`src/rtl/lcd_panel_mirror_if.sv`:
```
// LCD pin bundle between the host-side controller and the panel mirror.
// The host drives data/control; the mirror answers reads on lcd_rd_data.
interface lcd_panel_mirror_if;
  logic [7:0] lcd_data;
  logic [4:0] lcd_ctrl;     // [0]=EN [1]=RW [2]=RS [3]=ON [4]=BLON
  logic [7:0] lcd_rd_data;
  logic       lcd_rd_oe;

  modport master (output lcd_data, output lcd_ctrl, input lcd_rd_data, input lcd_rd_oe);
  modport slave  (input lcd_data, input lcd_ctrl, output lcd_rd_data, output lcd_rd_oe);
endinterface

```
`src/rtl/lcd_panel_mirror.sv`:
```
// HD44780-compatible responder (8-bit mode) that snoops the LCD pins,
// keeps an 80-byte DDRAM mirror plus display state, and exposes the
// mirror through a 1-cycle-latency read port.
module lcd_panel_mirror #(
  parameter int BUSY_CYCLES  = 2000,
  parameter int CLEAR_CYCLES = 82000
) (
  input  logic                clock,
  input  logic                reset,
  lcd_panel_mirror_if.slave   lcd,
  input  logic [6:0]          rd_addr,
  output logic [7:0]          rd_data,
  output logic                busy,
  output logic [6:0]          addr_counter,
  output logic                display_on,
  output logic                cursor_on,
  output logic                blink_on,
  output logic                entry_inc,
  output logic                panel_on,
  output logic                backlight_on,
  output logic                wr_strobe,
  output logic                err_overrun,
  output logic                err_unsupported,
  input  logic                err_clr
);

  localparam int MAXC = (BUSY_CYCLES > CLEAR_CYCLES) ? BUSY_CYCLES : CLEAR_CYCLES;
  localparam int CW   = $clog2(MAXC + 1);
  localparam logic [CW-1:0] BUSY_LIM  = CW'(BUSY_CYCLES - 1);
  localparam logic [CW-1:0] CLEAR_LIM = CW'(CLEAR_CYCLES - 1);
  localparam logic [7:0]    BLANK     = 8'h20;

  typedef enum logic [1:0] {ST_IDLE, ST_EXEC, ST_CLEAR, ST_WAIT} state_t;

  // AC successor: the two DDRAM lines are 0x00-0x27 and 0x40-0x67.
  function automatic logic [6:0] ac_step(input logic [6:0] ac, input logic up);
    logic [6:0] r;
    if (up) begin
      if (ac == 7'h27)      r = 7'h40;
      else if (ac == 7'h67) r = 7'h00;
      else                  r = ac + 7'd1;
    end else begin
      if (ac == 7'h00)      r = 7'h67;
      else if (ac == 7'h40) r = 7'h27;
      else                  r = ac - 7'd1;
    end
    return r;
  endfunction

  // Mirror index of a DDRAM address (line 2 follows line 1 at index 40).
  function automatic logic [6:0] ac_index(input logic [6:0] ac);
    return ac[6] ? ({1'b0, ac[5:0]} + 7'd40) : {1'b0, ac[5:0]};
  endfunction

  // Addresses past the end of a line snap to the start of that line.
  function automatic logic [6:0] ac_clamp(input logic [6:0] a);
    return (a[5:0] >= 6'h28) ? {a[6], 6'h00} : a;
  endfunction

  logic [7:0] data_s1_q, data_s2_q, data_s3_q;
  logic [4:0] ctrl_s1_q, ctrl_s2_q;
  logic [2:0] ctrl_s3_q;

  state_t          state_q, state_d;
  logic [CW-1:0]   cnt_q, cnt_d, lim_q, lim_d;
  logic [6:0]      clr_idx_q, clr_idx_d, ac_q, ac_d;
  logic            cmd_rs_q, cmd_rs_d;
  logic [7:0]      cmd_data_q, cmd_data_d;
  logic            inc_q, inc_d, disp_q, disp_d, cur_q, cur_d, blink_q, blink_d;
  logic            cgram_q, cgram_d, err_over_q, err_over_d, err_unsup_q, err_unsup_d;
  logic            wr_strobe_q, wr_strobe_d, busy_q, busy_d, rd_oe_q, rd_oe_d;
  logic [7:0]      lcd_rd_data_q, lcd_rd_data_d, rd_data_q, rd_data_d;
  logic [7:0]      mem_q [0:79];
  logic            mem_we, go_clear, en_fall;
  logic [6:0]      mem_waddr;
  logic [7:0]      mem_wdata;

  // Two-flop synchronizer on all pins, plus one extra stage for edge detect/capture.
  always_ff @(posedge clock or negedge reset) begin
    if (!reset) begin
      data_s1_q <= 8'h00; data_s2_q <= 8'h00; data_s3_q <= 8'h00;
      ctrl_s1_q <= 5'h00; ctrl_s2_q <= 5'h00; ctrl_s3_q <= 3'h0;
    end else begin
      data_s1_q <= lcd.lcd_data;  data_s2_q <= data_s1_q; data_s3_q <= data_s2_q;
      ctrl_s1_q <= lcd.lcd_ctrl;  ctrl_s2_q <= ctrl_s1_q; ctrl_s3_q <= ctrl_s2_q[2:0];
    end
  end

  // Transaction decode, instruction execution and busy sequencing.
  always_comb begin
    state_d = state_q;   cnt_d = cnt_q;   lim_d = lim_q;   clr_idx_d = clr_idx_q;
    cmd_rs_d = cmd_rs_q; cmd_data_d = cmd_data_q; ac_d = ac_q; inc_d = inc_q;
    disp_d = disp_q; cur_d = cur_q; blink_d = blink_q; cgram_d = cgram_q;
    err_over_d  = err_clr ? 1'b0 : err_over_q;
    err_unsup_d = err_clr ? 1'b0 : err_unsup_q;
    wr_strobe_d = 1'b0;  mem_we = 1'b0;  go_clear = 1'b0;
    mem_waddr = ac_index(ac_q);  mem_wdata = cmd_data_q;
    // stage 3 still holds the values from the last cycle EN was high
    en_fall = ctrl_s3_q[0] & ~ctrl_s2_q[0];

    if (en_fall) begin
      if (ctrl_s3_q[1]) begin
        ac_d = ctrl_s3_q[2] ? ac_step(ac_q, inc_q) : ac_q;
      end else if (state_q != ST_IDLE) begin
        err_over_d = 1'b1;
      end else begin
        cmd_rs_d = ctrl_s3_q[2]; cmd_data_d = data_s3_q;
        cnt_d = CW'(0); state_d = ST_EXEC;
      end
    end else begin
      ac_d = ac_q;
    end

    case (state_q)
      ST_IDLE: begin
      end
      ST_EXEC: begin
        cnt_d = cnt_q + CW'(1);
        lim_d = BUSY_LIM;
        if (cmd_rs_q) begin
          if (cgram_q) begin
            err_unsup_d = 1'b1;
          end else begin
            mem_we = 1'b1; wr_strobe_d = 1'b1; ac_d = ac_step(ac_q, inc_q);
          end
        end else begin
          casez (cmd_data_q)
            8'b1???????: begin cgram_d = 1'b0; ac_d = ac_clamp(cmd_data_q[6:0]); end
            8'b01??????: cgram_d = 1'b1;
            8'b001?????: err_unsup_d = err_unsup_d | ~cmd_data_q[4];
            8'b0001????: begin
              if (cmd_data_q[3]) err_unsup_d = 1'b1;
              else               ac_d = ac_step(ac_q, cmd_data_q[2]);
            end
            8'b00001???: {disp_d, cur_d, blink_d} = cmd_data_q[2:0];
            8'b000001??: begin inc_d = cmd_data_q[1]; err_unsup_d = err_unsup_d | cmd_data_q[0]; end
            8'b0000001?: begin ac_d = 7'h00; lim_d = CLEAR_LIM; end
            8'b00000001: begin ac_d = 7'h00; inc_d = 1'b1; lim_d = CLEAR_LIM; go_clear = 1'b1; end
            default:     lim_d = BUSY_LIM;
          endcase
        end
        if (go_clear) begin
          state_d = ST_CLEAR; clr_idx_d = 7'd0;
        end else if (cnt_q >= lim_d) begin
          state_d = ST_IDLE;
        end else begin
          state_d = ST_WAIT;
        end
      end
      ST_CLEAR: begin
        cnt_d = cnt_q + CW'(1);
        mem_we = 1'b1; mem_waddr = clr_idx_q; mem_wdata = BLANK;
        clr_idx_d = clr_idx_q + 7'd1;
        if (clr_idx_q == 7'd79) state_d = (cnt_q >= lim_q) ? ST_IDLE : ST_WAIT;
        else                    state_d = ST_CLEAR;
      end
      ST_WAIT: begin
        cnt_d = cnt_q + CW'(1);
        state_d = (cnt_q >= lim_q) ? ST_IDLE : ST_WAIT;
      end
      default: state_d = ST_IDLE;
    endcase

    busy_d        = (state_d != ST_IDLE);
    rd_oe_d       = ctrl_s2_q[0] & ctrl_s2_q[1];
    lcd_rd_data_d = ctrl_s2_q[2] ? mem_q[ac_index(ac_q)] : {busy_q, ac_q};
    rd_data_d     = (rd_addr > 7'd79) ? BLANK : mem_q[rd_addr];
  end

  // Control/state registers and registered outputs.
  always_ff @(posedge clock or negedge reset) begin
    if (!reset) begin
      state_q <= ST_IDLE; cnt_q <= CW'(0); lim_q <= CW'(0); clr_idx_q <= 7'd0;
      cmd_rs_q <= 1'b0; cmd_data_q <= 8'h00; ac_q <= 7'h00; inc_q <= 1'b1;
      disp_q <= 1'b0; cur_q <= 1'b0; blink_q <= 1'b0; cgram_q <= 1'b0;
      err_over_q <= 1'b0; err_unsup_q <= 1'b0; wr_strobe_q <= 1'b0; busy_q <= 1'b0;
      rd_oe_q <= 1'b0; lcd_rd_data_q <= 8'h00; rd_data_q <= BLANK;
    end else begin
      state_q <= state_d; cnt_q <= cnt_d; lim_q <= lim_d; clr_idx_q <= clr_idx_d;
      cmd_rs_q <= cmd_rs_d; cmd_data_q <= cmd_data_d; ac_q <= ac_d; inc_q <= inc_d;
      disp_q <= disp_d; cur_q <= cur_d; blink_q <= blink_d; cgram_q <= cgram_d;
      err_over_q <= err_over_d; err_unsup_q <= err_unsup_d; wr_strobe_q <= wr_strobe_d;
      busy_q <= busy_d; rd_oe_q <= rd_oe_d; lcd_rd_data_q <= lcd_rd_data_d; rd_data_q <= rd_data_d;
    end
  end

  // DDRAM mirror storage; reads above see the pre-write contents.
  always_ff @(posedge clock or negedge reset) begin
    if (!reset) begin
      for (int i = 0; i < 80; i++) mem_q[i] <= BLANK;
    end else if (mem_we) begin
      mem_q[mem_waddr] <= mem_wdata;
    end
  end

  assign rd_data         = rd_data_q;
  assign busy            = busy_q;
  assign addr_counter    = ac_q;
  assign display_on      = disp_q;
  assign cursor_on       = cur_q;
  assign blink_on        = blink_q;
  assign entry_inc       = inc_q;
  assign panel_on        = ctrl_s2_q[3];
  assign backlight_on    = ctrl_s2_q[4];
  assign wr_strobe       = wr_strobe_q;
  assign err_overrun     = err_over_q;
  assign err_unsupported = err_unsup_q;
  assign lcd.lcd_rd_data = lcd_rd_data_q;
  assign lcd.lcd_rd_oe   = rd_oe_q;

endmodule

```
`src/flat_wrapper.sv`:
```
// flat-port wrapper written by rule: the top's interface ports become plain ports
module lcd_panel_mirror_flat 
#(
  parameter int BUSY_CYCLES  = 2000,
  parameter int CLEAR_CYCLES = 82000
)
  (clock, reset, rd_addr, rd_data, busy, addr_counter, display_on, cursor_on, blink_on, entry_inc, panel_on, backlight_on, wr_strobe, err_overrun, err_unsupported, err_clr, lcd_lcd_data, lcd_lcd_ctrl, lcd_lcd_rd_data, lcd_lcd_rd_oe);
  lcd_panel_mirror_if lcd_i ();
  input  logic clock;
  input  logic reset;
  input  logic [6:0] rd_addr;
  output logic [7:0] rd_data;
  output logic busy;
  output logic [6:0] addr_counter;
  output logic display_on;
  output logic cursor_on;
  output logic blink_on;
  output logic entry_inc;
  output logic panel_on;
  output logic backlight_on;
  output logic wr_strobe;
  output logic err_overrun;
  output logic err_unsupported;
  input  logic err_clr;
  input wire logic [$bits(lcd_i.lcd_data)-1:0] lcd_lcd_data;
  input wire logic [$bits(lcd_i.lcd_ctrl)-1:0] lcd_lcd_ctrl;
  output wire logic [$bits(lcd_i.lcd_rd_data)-1:0] lcd_lcd_rd_data;
  output wire logic [$bits(lcd_i.lcd_rd_oe)-1:0] lcd_lcd_rd_oe;
  assign lcd_i.lcd_data = lcd_lcd_data;
  assign lcd_i.lcd_ctrl = lcd_lcd_ctrl;
  assign lcd_lcd_rd_data = lcd_i.lcd_rd_data;
  assign lcd_lcd_rd_oe = lcd_i.lcd_rd_oe;
  lcd_panel_mirror #(.BUSY_CYCLES(BUSY_CYCLES), .CLEAR_CYCLES(CLEAR_CYCLES)) u_core (.clock(clock), .reset(reset), .lcd(lcd_i), .rd_addr(rd_addr), .rd_data(rd_data), .busy(busy), .addr_counter(addr_counter), .display_on(display_on), .cursor_on(cursor_on), .blink_on(blink_on), .entry_inc(entry_inc), .panel_on(panel_on), .backlight_on(backlight_on), .wr_strobe(wr_strobe), .err_overrun(err_overrun), .err_unsupported(err_unsupported), .err_clr(err_clr));
endmodule
```
`config.mk`:
```
export PLATFORM = sky130hd
export DESIGN_NAME = lcd_panel_mirror_flat
export DESIGN_NICKNAME = d
export VERILOG_FILES = /design/src/rtl/lcd_panel_mirror_if.sv /design/src/rtl/lcd_panel_mirror.sv /design/src/flat_wrapper.sv
export SDC_FILE = /design/constraint.sdc
export NUM_CORES = 2
export LEC_CHECK = 0
export BUFFER_PORTS_ARGS = -buffer_cell sky130_fd_sc_hd__buf_2
export CAP_MARGIN = 15
export CORE_AREA = 5 5 255 257
export DETAILED_ROUTE_END_ITERATION = 10
export DIE_AREA = 0 0 260 262
export PLACE_DENSITY_LB_ADDON = 0.1
export RECOVER_POWER = 50
export SETUP_SLACK_MARGIN = 0.15
export SLEW_MARGIN = 25
export SYNTH_ARGS = -nofsm -noshare
export SYNTH_HDL_FRONTEND = slang
export SYNTH_SLANG_ARGS = --single-unit
```
`constraint.sdc`:
```
create_clock -name clock -period 4.8 [get_ports clock]
set_input_delay 0.96 -clock clock [delete_from_list [all_inputs] [get_ports clock]]
set_output_delay 0.96 -clock clock [all_outputs]
set_load 0.02 [all_outputs]
```
==> impl_metrics.tcl <==
set metrics [dict create \
    synthesis.area_mm2 0.0403 \
    clock_path_buffers 3 \
    postRouteAntennaNets 0 \
    sw_frac_of_total_pct 37.8 \
    total_power_mw 24.3 \
    synthTopCellsByArea "dfrtp_1 (41%), mux4_2 (19%), mux2_2 (18%), dfstp_2 (5.3%), nand2_1 (1.9%)" \
    synth_top_family_by_area "multiplexers" \
    die_area_mm2 0.0681 \
    dieHeight_um 262 \
    p_int_mw 15.1 \
    p_sw_mw 9.19 \
    p_clk_share_pct 26.3 \
    syn2layout_area_growth_pct 9.88 \
    p_seq_share_pct 37.0 \
    crit_slowest_cell "nor2_2" \
    place_congestion 0.990 \
    r2r_slack_ns 0.78 \
    rsz0062_at_grt "no" \
    grt_max_degree 132 \
    drt_wl_total_um 117000 \
    ios 57 \
    wl_per_cell_um 31.1 \
    grt_pass1_wl_um 180000 \
    syn_nets 2926 \
    cts.clk_slew.worst_paths_ns 0.06 \
    worst_pin_slew_ns 2.54 \
    synth.most_common_cell "dfrtp_1" \
    via_per_inst 7.13 \
    synth_ff_type "dfrtp_1" \
    min_to "u_core.ctrl_s2_q[4]" \
    clock_skew_ns 0.0171 \
    startpoint_type "flop" \
    synthAdderAreaFrac_pct 0.776 \
    worstPathArrival_ns 4.54 \
    io_buffers 56 \
    dieWidth_um 260 \
    core_area_mm2 0.0625 \
    synth_mux_area_share_pct 38.1 \
    final.min_clock_period_ns 4.02 \
    synth.largest_area_cell "dfrtp_1" \
    path_delay_family "simple AND/OR/NAND/NOR gates" \
    antenna_found_initial 4 \
    hold_viol_final 0 \
    h-tree-depth 3 \
    worstPathMaxFanout 19 \
    powerDensity_mw_per_mm2 550 \
    power_frac_comb_pct 36.8 \
    cts_tree "done" \
    post-route-util_pct 70.8 \
    synthTopCellsByCount "dfrtp_1 (666), mux2_2 (658), mux4_2 (335)" \
    synth_top_area_share_pct 41.4 \
    drc 0 \
    cts_resized 0 \
    syn_inst 2878 \
    hp-start "u_core.ctrl_s1_q[4]" \
    ys_seq_area_share_pct 46.7 \
    clk_latency_ns 0.63 \
    initialDrtViolationCount 2762 \
    synth_compound_area_share_pct 4.59 \
    initial_utilization_pct 64.5 \
    peakVddDrop_mv 0.410 \
    pre_cts_slack_ns 1.09 \
    async_flop_share_pct 100 \
    critPathMaxStageDelay_ns 0.73 \
    dp_hpwl_um 78300 \
    hp-class "flop to flop" \
    drv_slew 82 \
    worst_slack_ns 0.779 \
    outcome "finished with violations" \
    max_freq_mhz 249 \
    num_rows 92 \
    synthXorXnorAreaFrac_pct 0.326 \
    path_cells "inv_1, ha_1, clkbuf_1, nand3_1, o31a_1, nor2_2, nand2_1, mux2_2" \
    cts_setup_buffers 0 \
    synth_cell_type_count 89 \
    fin_crit_sh_pct 83.8 \
    critPathCaptureType "flop" \
    failed_checks "max-capacitance violations, max-slew violations" \
    worstPathRequired_ns 5.32 \
    setup_violations 0 \
    maxCapViolations 1 \
    ys_ff_latch 748 \
    track_usage_pct 35.2 \
    synth-simple-area-share_pct 6.87 \
    r2r_cells 8 \
    setup.worst_path.class "flop to flop" \
    drive_gt1_share_pct 48.3 \
    overflow 0 \
    timing.rr.start "u_core.state_q[1]" \
    synth_warnings 0 \
    cts.sinks 748 \
    cts_hold_buffers 0 \
    numCtsBuffers 80 \
    slew_headroom_pct -69.3 \
    critPathBufInv 2 \
    leakagePower_nw 19.6 \
    r2r_end "u_core.mem_q[577]" \
    grt_pass1_vias 27900 \
    avgSynthCellArea_um2 14.0 \
    drt-pass1-iter-count 7 \
    synth-edff-count 0 \
    tns_ns 0 \
    layout.nets 2913 \
    num_vias 26900 \
    clockRootBuffer "clkbuf_16" \
    min_path_cells 0 \
]
## power by group through the flow
stage / Combinational, mW / Sequential, mW / Clock [mW]
after floorplan: 6.18 / 8.46 / 0
after global placement: 8.59 / 8.90 / 0
after detailed placement: 8.73 / 9.03 / 0
after CTS: 8.77 / 8.93 / 6.47
after global routing: 9.40 / 9.13 / 6.73
final: 8.95 / 9.00 / 6.39
## final cells by class
class / count / area [um2]
diodes: 1 / 2.50
flip-flops and latches: 748 / 18800
clock buffers: 121 / 2430
inverters: 28 / 105
well taps: 846 / 1060
repair buffers: 132 / 1090
clock inverters: 27 / 280
multi-input cells: 1875 / 20500
fillers: 4219 / 18200
## layout by cell type (no fill, tap or decap), types with 14 or more instances in the layout
| cell type | n |
|---|---|
| buf_2 | 53 |
| a21oi_1 | 44 |
| a31oi_1 | 20 |
| dfrtp_1 | 663 |
| clkbuf_16 | 85 |
| buf_4 | 54 |
| o21ai_0 | 36 |
| mux4_2 | 335 |
| mux2_2 | 658 |
| clkbuf_8 | 17 |
| clkbuf_1 | 20 |
| nor2_4 | 26 |
| nand2_1 | 202 |
| inv_1 | 25 |
| nand3_1 | 70 |
| clkinv_2 | 15 |
| nor3_1 | 51 |
| o211ai_1 | 18 |
| dfstp_2 | 82 |
| ha_1 | 24 |
| nor2_1 | 60 |
| buf_12 | 15 |
| mux2i_1 | 36 |
| a22oi_1 | 36 |
| o22ai_1 | 14 |
## kinds of logic (layout without fill, tap and decap cells)
logic type / after synthesis / count (layout)
AOI/OAI and AO/OA: 262 / 262
xor gates and xnor gates: 15 / 15
adders and majority gates: 25 / 25
buffers and inverters: 255 / 308
DFF: 748 / 748
muxes: 1031 / 1031
other: 0 / 1
and+or+nand+nor: 542 / 542
## routing by layer
metal  global-route usage, %  share of wire (%)
met2                    53.6                 46
met5                       0              0.011
met1                    48.7                 39
met4                    15.4                4.9
met3                    9.40                9.7
## sequential cells by signal, summed over array words and instances, names as in the netlist, 5 cells and up
name,count
u_core.data_s2_q,8
u_core.addr_counter,7
u_core.rd_data,8
u_core.data_s1_q,8
u_core.data_s3_q,8
u_core.ctrl_s2_q,5
u_core.cnt_q,17
u_core.lcd.lcd_rd_data,8
u_core.mem_q,640
u_core.clr_idx_q,7
u_core.cmd_data_q,8
u_core.ctrl_s1_q,5
## per-stage QoR
stage               area, um2  instances  hold slack (ns)
floorplan               40300       2878            0.331
global placement        41600       3627            0.332
detailed placement      41600       3628            0.335
CTS                     44300       3776            0.351
global route            44300       3777            0.359
finish                  44300       3778            0.347
## worst max-delay path by stage
| stage | from | end | slack (ns) | cells past startpoint |
|---|---|---|---|---|
| after global placement | u_core.addr_counter[3] | u_core.mem_q[372] | 1.18 | 8 |
| after CTS | u_core.addr_counter[3] | u_core.mem_q[371] | 1.08 | 8 |
| final | u_core.state_q[1] | u_core.mem_q[577] | 0.78 | 8 |
| after detailed placement | u_core.addr_counter[3] | u_core.mem_q[375] | 1.09 | 8 |
| after floorplan | u_core.cmd_data_q[6] | u_core.busy | 1.88 | 10 |
| after global routing | reset | u_core.mem_q[230] | 0.53 | 2 |
No activity file was read; power rests on OpenSTA's default activity.
